`src/rtl/race_sequencer.sv`:
```
// race_sequencer
//   Game-flow controller for the player car datapath, clocked once per video
//   frame. Sequences IDLE -> COUNT (countdown) -> RACE -> CRASH / FINISH / OVER,
//   holds the car block in reset until the race starts, gates the WASD
//   keycodes into it and tracks lives and race time for the HUD.
//   Optional feature macro: PAUSE_EN (adds the PAUSE state toggled by 'P').
//
// Ports
//   frame_clk       in   1   frame clock (one posedge per frame)
//   Reset           in   1   synchronous, active-high reset
//   keycode_0       in   8   raw key slot 0
//   keycode_1       in   8   raw key slot 1
//   collision       in   1   car overlaps an obstacle this frame
//   PlayerDistance  in   16  distance counter from the car block
//   PlayerReset     out  1   registered reset for the car block
//   KeyOut_0        out  8   keycode_0 while racing, else 0
//   KeyOut_1        out  8   keycode_1 while racing, else 0
//   GameState       out  3   0 IDLE,1 COUNT,2 RACE,3 CRASH,4 FINISH,5 OVER,6 PAUSE
//   CountDigit      out  3   countdown digit, 0 outside COUNT
//   LivesLeft       out  2   remaining lives
//   RaceTime        out  16  frames spent in RACE, saturating
module race_sequencer #(
   parameter int          COUNT_FRAMES = 60,
   parameter int          COUNT_START  = 3,
   parameter logic [15:0] FINISH_DIST  = 16'd20000,
   parameter int          LIVES_INIT   = 3,
   parameter int          CRASH_FRAMES = 120
) (
   input  logic        frame_clk,
   input  logic        Reset,
   input  logic [7:0]  keycode_0,
   input  logic [7:0]  keycode_1,
   input  logic        collision,
   input  logic [15:0] PlayerDistance,
   output logic        PlayerReset,
   output logic [7:0]  KeyOut_0,
   output logic [7:0]  KeyOut_1,
   output logic [2:0]  GameState,
   output logic [2:0]  CountDigit,
   output logic [1:0]  LivesLeft,
   output logic [15:0] RaceTime
);

   localparam logic [7:0] KEY_ENTER = 8'h28;
   localparam int MAX_FRAMES = (COUNT_FRAMES > CRASH_FRAMES) ? COUNT_FRAMES : CRASH_FRAMES;
   localparam int CNT_W = $clog2(MAX_FRAMES) + 1;
   localparam logic [CNT_W-1:0] COUNT_LAST = CNT_W'(COUNT_FRAMES - 1);
   localparam logic [CNT_W-1:0] CRASH_LAST = CNT_W'(CRASH_FRAMES - 1);

   typedef enum logic [2:0] {
      S_IDLE   = 3'd0,
      S_COUNT  = 3'd1,
      S_RACE   = 3'd2,
      S_CRASH  = 3'd3,
      S_FINISH = 3'd4,
      S_OVER   = 3'd5,
      S_PAUSE  = 3'd6
   } state_t;

   state_t           state, state_nx;
   // One counter serves both the countdown digit timer and the crash lockout;
   // the two are never active at the same time.
   logic [CNT_W-1:0] frame_cnt, frame_cnt_nx;
   logic [2:0]       digit_nx;
   logic [1:0]       lives_nx;
   logic [15:0]      time_nx;
   logic             enter_q;
   logic             enter_now;
   logic             start;

   function automatic logic [15:0] sat_inc(input logic [15:0] v);
      return (v == 16'hFFFF) ? v : v + 16'd1;
   endfunction

   assign enter_now = (keycode_0 == KEY_ENTER) || (keycode_1 == KEY_ENTER);
   assign start     = enter_now && !enter_q;

`ifdef PAUSE_EN
   localparam logic [7:0] KEY_P = 8'h13;
   logic p_q;
   logic p_now;
   logic p_edge;
   assign p_now  = (keycode_0 == KEY_P) || (keycode_1 == KEY_P);
   assign p_edge = p_now && !p_q;
`endif

   always_comb begin
      state_nx     = state;
      frame_cnt_nx = frame_cnt;
      digit_nx     = CountDigit;
      lives_nx     = LivesLeft;
      time_nx      = RaceTime;
      case (state)
         S_IDLE: begin
            if (start) begin
               state_nx     = S_COUNT;
               digit_nx     = 3'(COUNT_START);
               frame_cnt_nx = '0;
               lives_nx     = 2'(LIVES_INIT);
               time_nx      = '0;
            end
         end
         S_COUNT: begin
            if (frame_cnt == COUNT_LAST) begin
               frame_cnt_nx = '0;
               if (CountDigit == 3'd1) begin
                  state_nx = S_RACE;
                  digit_nx = 3'd0;
               end else begin
                  digit_nx = CountDigit - 3'd1;
               end
            end else begin
               frame_cnt_nx = frame_cnt + 1'b1;
            end
         end
         S_RACE: begin
            time_nx = sat_inc(RaceTime);
            // Crossing the line beats a same-frame collision.
            if (PlayerDistance >= FINISH_DIST) begin
               state_nx = S_FINISH;
            end else if (collision) begin
               state_nx     = S_CRASH;
               lives_nx     = (LivesLeft != 2'd0) ? LivesLeft - 2'd1 : 2'd0;
               frame_cnt_nx = '0;
            end
`ifdef PAUSE_EN
            else if (p_edge) begin
               state_nx = S_PAUSE;
            end
`endif
         end
         S_CRASH: begin
            if (frame_cnt == CRASH_LAST) begin
               frame_cnt_nx = '0;
               state_nx     = (LivesLeft == 2'd0) ? S_OVER : S_RACE;
            end else begin
               frame_cnt_nx = frame_cnt + 1'b1;
            end
         end
         S_FINISH, S_OVER: begin
            if (start) state_nx = S_IDLE;
         end
`ifdef PAUSE_EN
         S_PAUSE: begin
            if (p_edge) state_nx = S_RACE;
         end
`endif
         default: state_nx = S_IDLE;
      endcase
   end

   always_ff @(posedge frame_clk) begin
      if (Reset) begin
         state       <= S_IDLE;
         frame_cnt   <= '0;
         CountDigit  <= 3'd0;
         LivesLeft   <= 2'(LIVES_INIT);
         RaceTime    <= 16'd0;
         PlayerReset <= 1'b1;
         enter_q     <= 1'b0;
`ifdef PAUSE_EN
         p_q         <= 1'b0;
`endif
      end else begin
         state       <= state_nx;
         frame_cnt   <= frame_cnt_nx;
         CountDigit  <= digit_nx;
         LivesLeft   <= lives_nx;
         RaceTime    <= time_nx;
         // Registered from the next state so it changes on the same edge as GameState.
         PlayerReset <= (state_nx == S_IDLE) || (state_nx == S_COUNT);
         enter_q     <= enter_now;
`ifdef PAUSE_EN
         p_q         <= p_now;
`endif
      end
   end

   assign GameState = state;
   assign KeyOut_0  = (state == S_RACE) ? keycode_0 : 8'h00;
   assign KeyOut_1  = (state == S_RACE) ? keycode_1 : 8'h00;

endmodule

```
`config.mk`:
```
export PLATFORM = sky130hd
export DESIGN_NAME = race_sequencer
export DESIGN_NICKNAME = d
export VERILOG_FILES = /design/src/rtl/race_sequencer.sv
export SDC_FILE = /design/constraint.sdc
export NUM_CORES = 1
export LEC_CHECK = 0
export ABC_AREA = 1
export BUFFER_PORTS_ARGS = -buffer_cell sky130_fd_sc_hd__buf_4
export CORE_ASPECT_RATIO = 1.5
export CORE_MARGIN = 2
export CORE_UTILIZATION = 55
export CTS_CLUSTER_SIZE = 25
export DETAILED_ROUTE_END_ITERATION = 12
export PLACE_DENSITY = 0.86
export SYNTH_ARGS = -nofsm -noshare
export SYNTH_HDL_FRONTEND = slang
export SYNTH_SLANG_ARGS = --single-unit
```
`constraint.sdc`:
```
create_clock -name frame_clk -period 3 [get_ports frame_clk]
set_input_delay 0.15 -clock frame_clk [delete_from_list [all_inputs] [get_ports frame_clk]]
set_output_delay 0.15 -clock frame_clk [all_outputs]
set_load 0.02 [all_outputs]
```
After elaboration in Yosys (flattened, before gate mapping)
Cells that the tools add are included.
{ "totals": {"ff_bits": 34, "latch_bits": 0, "ram_bits": 0, "mem_bits_ro": 0, "output_inout_bits": 41, "memories": 0} }
{ "classes": {"addsub": 4, "mul": 0, "div": 0, "n_lt_le_gt_ge": 1, "eq_ne": 17, "shifts": 0, "n_mux": 29, "n_bitwise": 0, "n_reduce_logical": 16} }
{ "op_table": {"columns": ["op", "n"], "rows": [
  ["8-bit two-way mux", 7],
  ["3-bit two-way mux", 11],
  ["16-bit two-way mux", 2],
  ["16-bit one-hot mux with 2 select lines", 1],
  ["8-bit one-hot mux with 4 select lines", 1],
  ["8-bit by 6-bit equality test with 1-bit output (second input constant)", 3],
  ["16-bit by 1-bit adder with 16-bit output (second input constant)", 1],
  ["16-bit equality test (second input constant)", 1],
  ["16-bit by 15-bit greater-or-equal comparator with 1-bit output (second input constant)", 1],
  ["3-bit one-hot mux with 5 select lines", 1],
  ["2-bit inequality test (second input constant)", 5],
  ["3-bit by 1-bit equality test with 1-bit output (second input constant)", 3],
  ["8-bit by 1-bit adder with 8-bit output (second input constant)", 1],
  ["8-bit by 7-bit equality test with 1-bit output (second input constant)", 1],
  ["2-bit two-way mux", 4],
  ["4-bit AND reduction", 2],
  ["3-bit by 2-bit equality test with 1-bit output (second input constant)", 2],
  ["3-bit equality test (second input constant)", 2],
  ["3-bit zero test", 2],
  ["3-bit one-hot mux with 2 select lines", 1],
  ["3-bit AND reduction", 2],
  ["2-bit nonzero test", 3],
  ["2-bit one-hot mux with 2 select lines", 1],
  ["4-bit nonzero test", 1],
  ["7 further kinds", 8]
]} }

Depth between registers and ports, before layout
{ "depth": {"ltp_word": 7, "depth_mapped": 11, "ltp_nobuf": 11} }

Worst setup path after synthesis
OpenSTA, ideal clock, no wires.
{ "synth_path": {"kind": "register -> register", "start": "register RaceTime[1]", "end": "register RaceTime[9]", "setup_ns": 0.070, "arrival_ns": 1.622, "required_time_ns": 2.930, "setup_slack_ns": 1.308, "path_stages_with_launch": 11, "path_buffers": 1, "period_less_slack_ns": 1.692, "path_cell_list": "dfxtp_1 > ha_1 > nand2_1 > nor2_1 > nand2_1 > nor2_4 > nand4_2 > nand3_4 > buf_12 > nand2_2 > a21oi_2"} }
{ "synth_via": {"elab_chain_cells": 3, "elab_cells_between_ends": 6, "cone_classes": "add/sub: 1; eq/ne: 2; mux: 2; reduce/logical: 1"} }
{ "synth_rtl": {"columns": ["item", "line_no", "rtl"], "rows": [
  ["start, declared", "41", "output logic [15:0] RaceTime"],
  ["start signal, assigned", "169", "RaceTime <= time_nx;"],
  ["16-bit by 1-bit adder with 16-bit output or 16-bit equality test (tied branches)", "72", "return (v == 16'hFFFF) ? v : v + 16'd1;"],
  ["16-bit two-way mux or 2-bit inequality test (tied branches)", null, null],
  ["16-bit one-hot mux with 2 select lines or 3-bit AND reduction (tied branches)", null, null]
]} }
Several ways; a longest one is shown, not always the timed one. The select of a mux whose other input is x is not followed.
A chain may end at the register's enable or synchronous reset.

Worst setup path in the final report
{ "layout_path": {"start": "register state[2] (netlist: GameState[2])", "end": "register LivesLeft[1]"} }
{ "layout_via": {"elab_chain_cells": 3, "elab_cells_between_ends": 8, "cone_classes": "eq/ne: 4; mux: 1; reduce/logical: 3"} }
{ "layout_rtl": {"columns": ["item", "line_no", "rtl"], "rows": [
  ["start, declared", "60", "state_t state, state_nx;"],
  ["start signal, assigned", "165", "state <= state_nx;"],
  ["3-bit by 2-bit equality test with 1-bit output or 3-bit zero test (tied branches)", "93", "case (state)"],
  ["2-bit inequality test (no source line) or 2-bit nonzero test (tied branches)", null, null],
  ["4-bit AND reduction (no source line)", null, null],
  ["end signal, assigned", "157", "LivesLeft <= 2'(LIVES_INIT);"],
  ["end signal, assigned", "168", "LivesLeft <= lives_nx;"],
  ["end, declared", "40", "output logic [1:0] LivesLeft,"]
]} }
Several ways; a longest one is shown, not always the timed one.

==> out/summary.txt <==
=====================================================================================
Result of the run                                                        finished, final reports clean
Critical Path AT                                                              2.14 ns
FF-to-FF setup slack                                                          1.04 ns
# DRC                                                                               0
Global-route wire length before repair                                      10,120 um
Placed instance area                                                     0.002878 mm2
Part of the Yosys area used for sequential elements                            29.06%
Hold Buf Count CTS                                                                  0
Launching element type of the critical path                                      flop
RD Place Congestion                                                            0.9049
Total number of placement rows                                                     29
Fillers                                                                           359
Die Span X                                                                   57.29 um
Cell family with most CP delay                                           simple AND/OR/NAND/NOR gates
Length of the first detailed-routing pass in iterations                             5
Worst slew margin                                                              67.46%
Slew @ Worst Pin                                                            0.4864 ns
Worst r2r path cells                                                                8
Netlist area before placement                                            0.002342 mm2
Antenna-violating nets left                                                         0
Max-cap violations                                                                  0
Setup skew after layout                                                   0.009445 ns
Number of antenna violations at the first check in global routing                   0
Number of failing setup endpoints in the final timing report                        0
Vias after detailed routing                                                     2,588
Hold worst-path end                                                      GameState[0]
Total grt overflow                                                                  0
CTS root buf                                                             sky130_fd_sc_hd__clkbuf_8
Series of cell instances along the critical path                         nor2_2 > nand2_2 > inv_2 > nand4_1 > nand2_1 > nand2_1 > o21ai_0 > nand2_1
Netlist cell types                                                                 35
Required time reported for the critical path endpoint                         3.18 ns
Share of synthesized area spent on multiplexers                                    0%
Synth Register Bits                                                                34
Initial core utilization                                                       56.13%
Wire length per cell                                                         12.08 um
CTS tree                                                                          yes
Endpoint of the lowest-slack register-to-register path                   LivesLeft[1]
Worst reg2reg path startpoint                                            GameState[2]
Input/output buffers                                                               70
Largest family of logic cells by synthesized area                        simple AND/OR/NAND/NOR gates
Clock-pin slew of the registers on the worst-case setup and hold paths        0.07 ns
Commonest register cell after synthesis                                  sky130_fd_sc_hd__dfxtp_1
Largest stage delay, worst path                                               0.37 ns
Fraction of the mapped netlist area in simple logic gates                      41.61%
Final layout net count                                                            481
Type of the most critical hold path                                      primary input to flop
Layout cells sized above 1                                                     25.96%
Clock tree sinks                                                                   34
Adder-cell share of the synthesized area                                       2.137%
Largest buffer count on any clock path                                              2
Area share of the largest cell type after synthesis                            29.06%
EDFF count, synth                                                                   0
Final Hold Fails                                                                    0
Synth area leader                                                        sky130_fd_sc_hd__dfxtp_1
Global-route usage over all layers                                             26.09%
Via count of the first global-routing pass                                      2,431
Setup total negative slack                                                       0 ns
Warning count from the yosys run                                                    0
Cell types with the largest area share after synthesis                   sky130_fd_sc_hd__dfxtp_1 29%, sky130_fd_sc_hd__nand2_1 14%, sky130_fd_sc_hd__inv_1 9.3%
Critical path class                                                      flop to flop
Share of the clock period used by the worst path after layout                  65.34%
Top library cells by usage in the layout, fill and taps aside            90 x sky130_fd_sc_hd__nand2_1, 70 x sky130_fd_sc_hd__buf_4, 58 x sky130_fd_sc_hd__inv_1
Final cell area excluding filler cells                                   0.002969 mm2
Hold WS                                                                     0.1540 ns
Starting DRT DRC Count                                                            141
Nature of the critical path endpoint                                             flop
Die outline area                                                         0.004808 mm2
Final min period                                                             1.960 ns
Gate count of the mapped netlist                                                  372
Post-Synthesis Net Count                                                          411
CTS Buf Count                                                                       5
Xor-xnor portion of the synthesized cell area                                  2.991%
Timing-limited maximum frequency                                            510.2 MHz
Resized cells post-CTS                                                              0
Most common cell after layout, fill and taps aside                       sky130_fd_sc_hd__nand2_1
Number of antenna repair diodes                                                     0
Growth of design area from synthesis to finish                                 26.76%
Count of pins on the block boundary                                                76
Average cell area after synthesis                                           6.296 um2
Depth of the worst hold-timing path                                                 3
Die boundary height                                                          83.93 um
Via density per instance                                                        5.292
RSZ-0062 raised after global routing                                               no
Buffer and inverter count on the worst path                                         1
Pin count of the biggest net entering global routing                               29
Cell Pwr Density                                                         293.4 mW/mm2
Leakage power                                                                1.394 nW
Final HPWL from detailed placement                                            4446 um
Hold Startpoint                                                             collision
Highest-delay cell along the critical path                               sky130_fd_sc_hd__dfxtp_1
Total wire length after detailed routing                                      5906 um
Post CTS Setup Buffer Count                                                         0
Core region area                                                         0.004173 mm2
Critical path peak fanout                                                          26
Post-synthesis compound-gate area fraction                                     12.23%
Share of flip-flops with an asynchronous set or reset after synthesis              0%
Most frequent cell on the critical path                                  sky130_fd_sc_hd__nand2_1
Clock insertion delay at the later pin of the skew report                     0.29 ns
Count of final max-slew check failures                                              0
Maximum vdd ir drop                                                          394.0 uV
Level count of the clock H-tree                                                     2
=====================================================================================
[worst max path at each step]
stage	from	to	slack, ns	cells after the start
2_1_floorplan	RaceTime[1]	RaceTime[9]	1.31	10
3_3_place_gp	GameState[2]	LivesLeft[1]	1.11	8
3_5_place_dp	GameState[2]	LivesLeft[1]	1.05	8
4_1_cts	GameState[2]	LivesLeft[1]	1.05	8
5_1_grt	GameState[2]	LivesLeft[1]	0.84	8
6_report	GameState[2]	LivesLeft[1]	1.04	8
[flip-flops by register name (all words and copies together), names as in the netlist]
signal,flops
CountDigit,3
GameState,3
LivesLeft,2
PlayerReset,1
RaceTime,16
enter_q,1
frame_cnt,8
[layer usage]
| layer | routed length, um | vias up | track usage (%) | part of all wire [%] |
|---|---|---|---|---|
| met2 | 3241 | 73 | 47.54 | 55 |
| met3 | 331 | 8 | 5.891 | 5.6 |
| met5 | 0 | - | 0 | 0 |
| met1 | 2255 | 1196 | 26.99 | 38 |
| met4 | 78 | 0 | 12.90 | 1.3 |
| li1 | - | 1311 | - | - |
[synthesized netlist by cell type, types with 2 or more instances]
| cell | count |
|---|---|
| sky130_fd_sc_hd__nor2_2 | 3 |
| sky130_fd_sc_hd__a21oi_1 | 22 |
| sky130_fd_sc_hd__nand2_1 | 90 |
| sky130_fd_sc_hd__or2_0 | 2 |
| sky130_fd_sc_hd__or2_2 | 4 |
| sky130_fd_sc_hd__nor3_1 | 3 |
| sky130_fd_sc_hd__xor2_1 | 8 |
| sky130_fd_sc_hd__dfxtp_1 | 34 |
| sky130_fd_sc_hd__nor2_1 | 52 |
| sky130_fd_sc_hd__buf_1 | 2 |
| sky130_fd_sc_hd__inv_2 | 4 |
| sky130_fd_sc_hd__clkbuf_1 | 2 |
| sky130_fd_sc_hd__a21oi_2 | 9 |
| sky130_fd_sc_hd__o21ai_0 | 9 |
| sky130_fd_sc_hd__inv_1 | 58 |
| sky130_fd_sc_hd__nand4_1 | 8 |
| sky130_fd_sc_hd__a31oi_1 | 3 |
| sky130_fd_sc_hd__nand2_2 | 10 |
| sky130_fd_sc_hd__nor3_2 | 2 |
| sky130_fd_sc_hd__ha_1 | 4 |
| sky130_fd_sc_hd__o2111ai_1 | 2 |
| sky130_fd_sc_hd__nand3_1 | 28 |
[through the flow]
step	worst slack [ns]	utilization (%)	total power, mW	cells
floorplan	1.308	-	0.4919	372
global placement	1.112	68.97	0.5257	481
detailed placement	1.053	68.97	0.5274	481
CTS	1.050	71.15	0.8776	489
global route	0.8436	71.15	0.9009	489
finish	1.040	71.15	0.8711	489
[layout make-up]
cell class                 instances  area [um2]  share of cell area (%)
sequential                        34       680.7                   22.92
clock inverter                     1       5.005                  0.1686
inverter                          62       232.7                   7.838
tap                               46       57.56                   1.938
multi-input combinational        269        1381                   46.52
clock buffer                       7       86.33                   2.908
timing repair buffer              70       525.5                   17.70
[power breakdown]
part | switching, mW | internal (mW)
Sequential | 0.000952 | 0.452
Clock | 0.169 | 0.185
Combinational | 0.0316 | 0.0325
Total | 0.201 | 0.670
[cell families (layout without fill, tap and decap cells)]
kind of cell             Yosys count  in the layout
AO/OA/AOI/OAI                     47             47
XOR/XNOR                           8              8
adder cells (fa/ha/maj)            4              4
buffers and inverters             69            140
flip-flops                        34             34
AND/OR/NAND/NOR                  210            210
[tightest hold or removal path, cell delays in order]
cell and delay [ns]:
sky130_fd_sc_hd__buf_4 0.12, sky130_fd_sc_hd__nand2_1 0.06, sky130_fd_sc_hd__a31oi_1 0.07
Power figures use the tool's default switching activity.
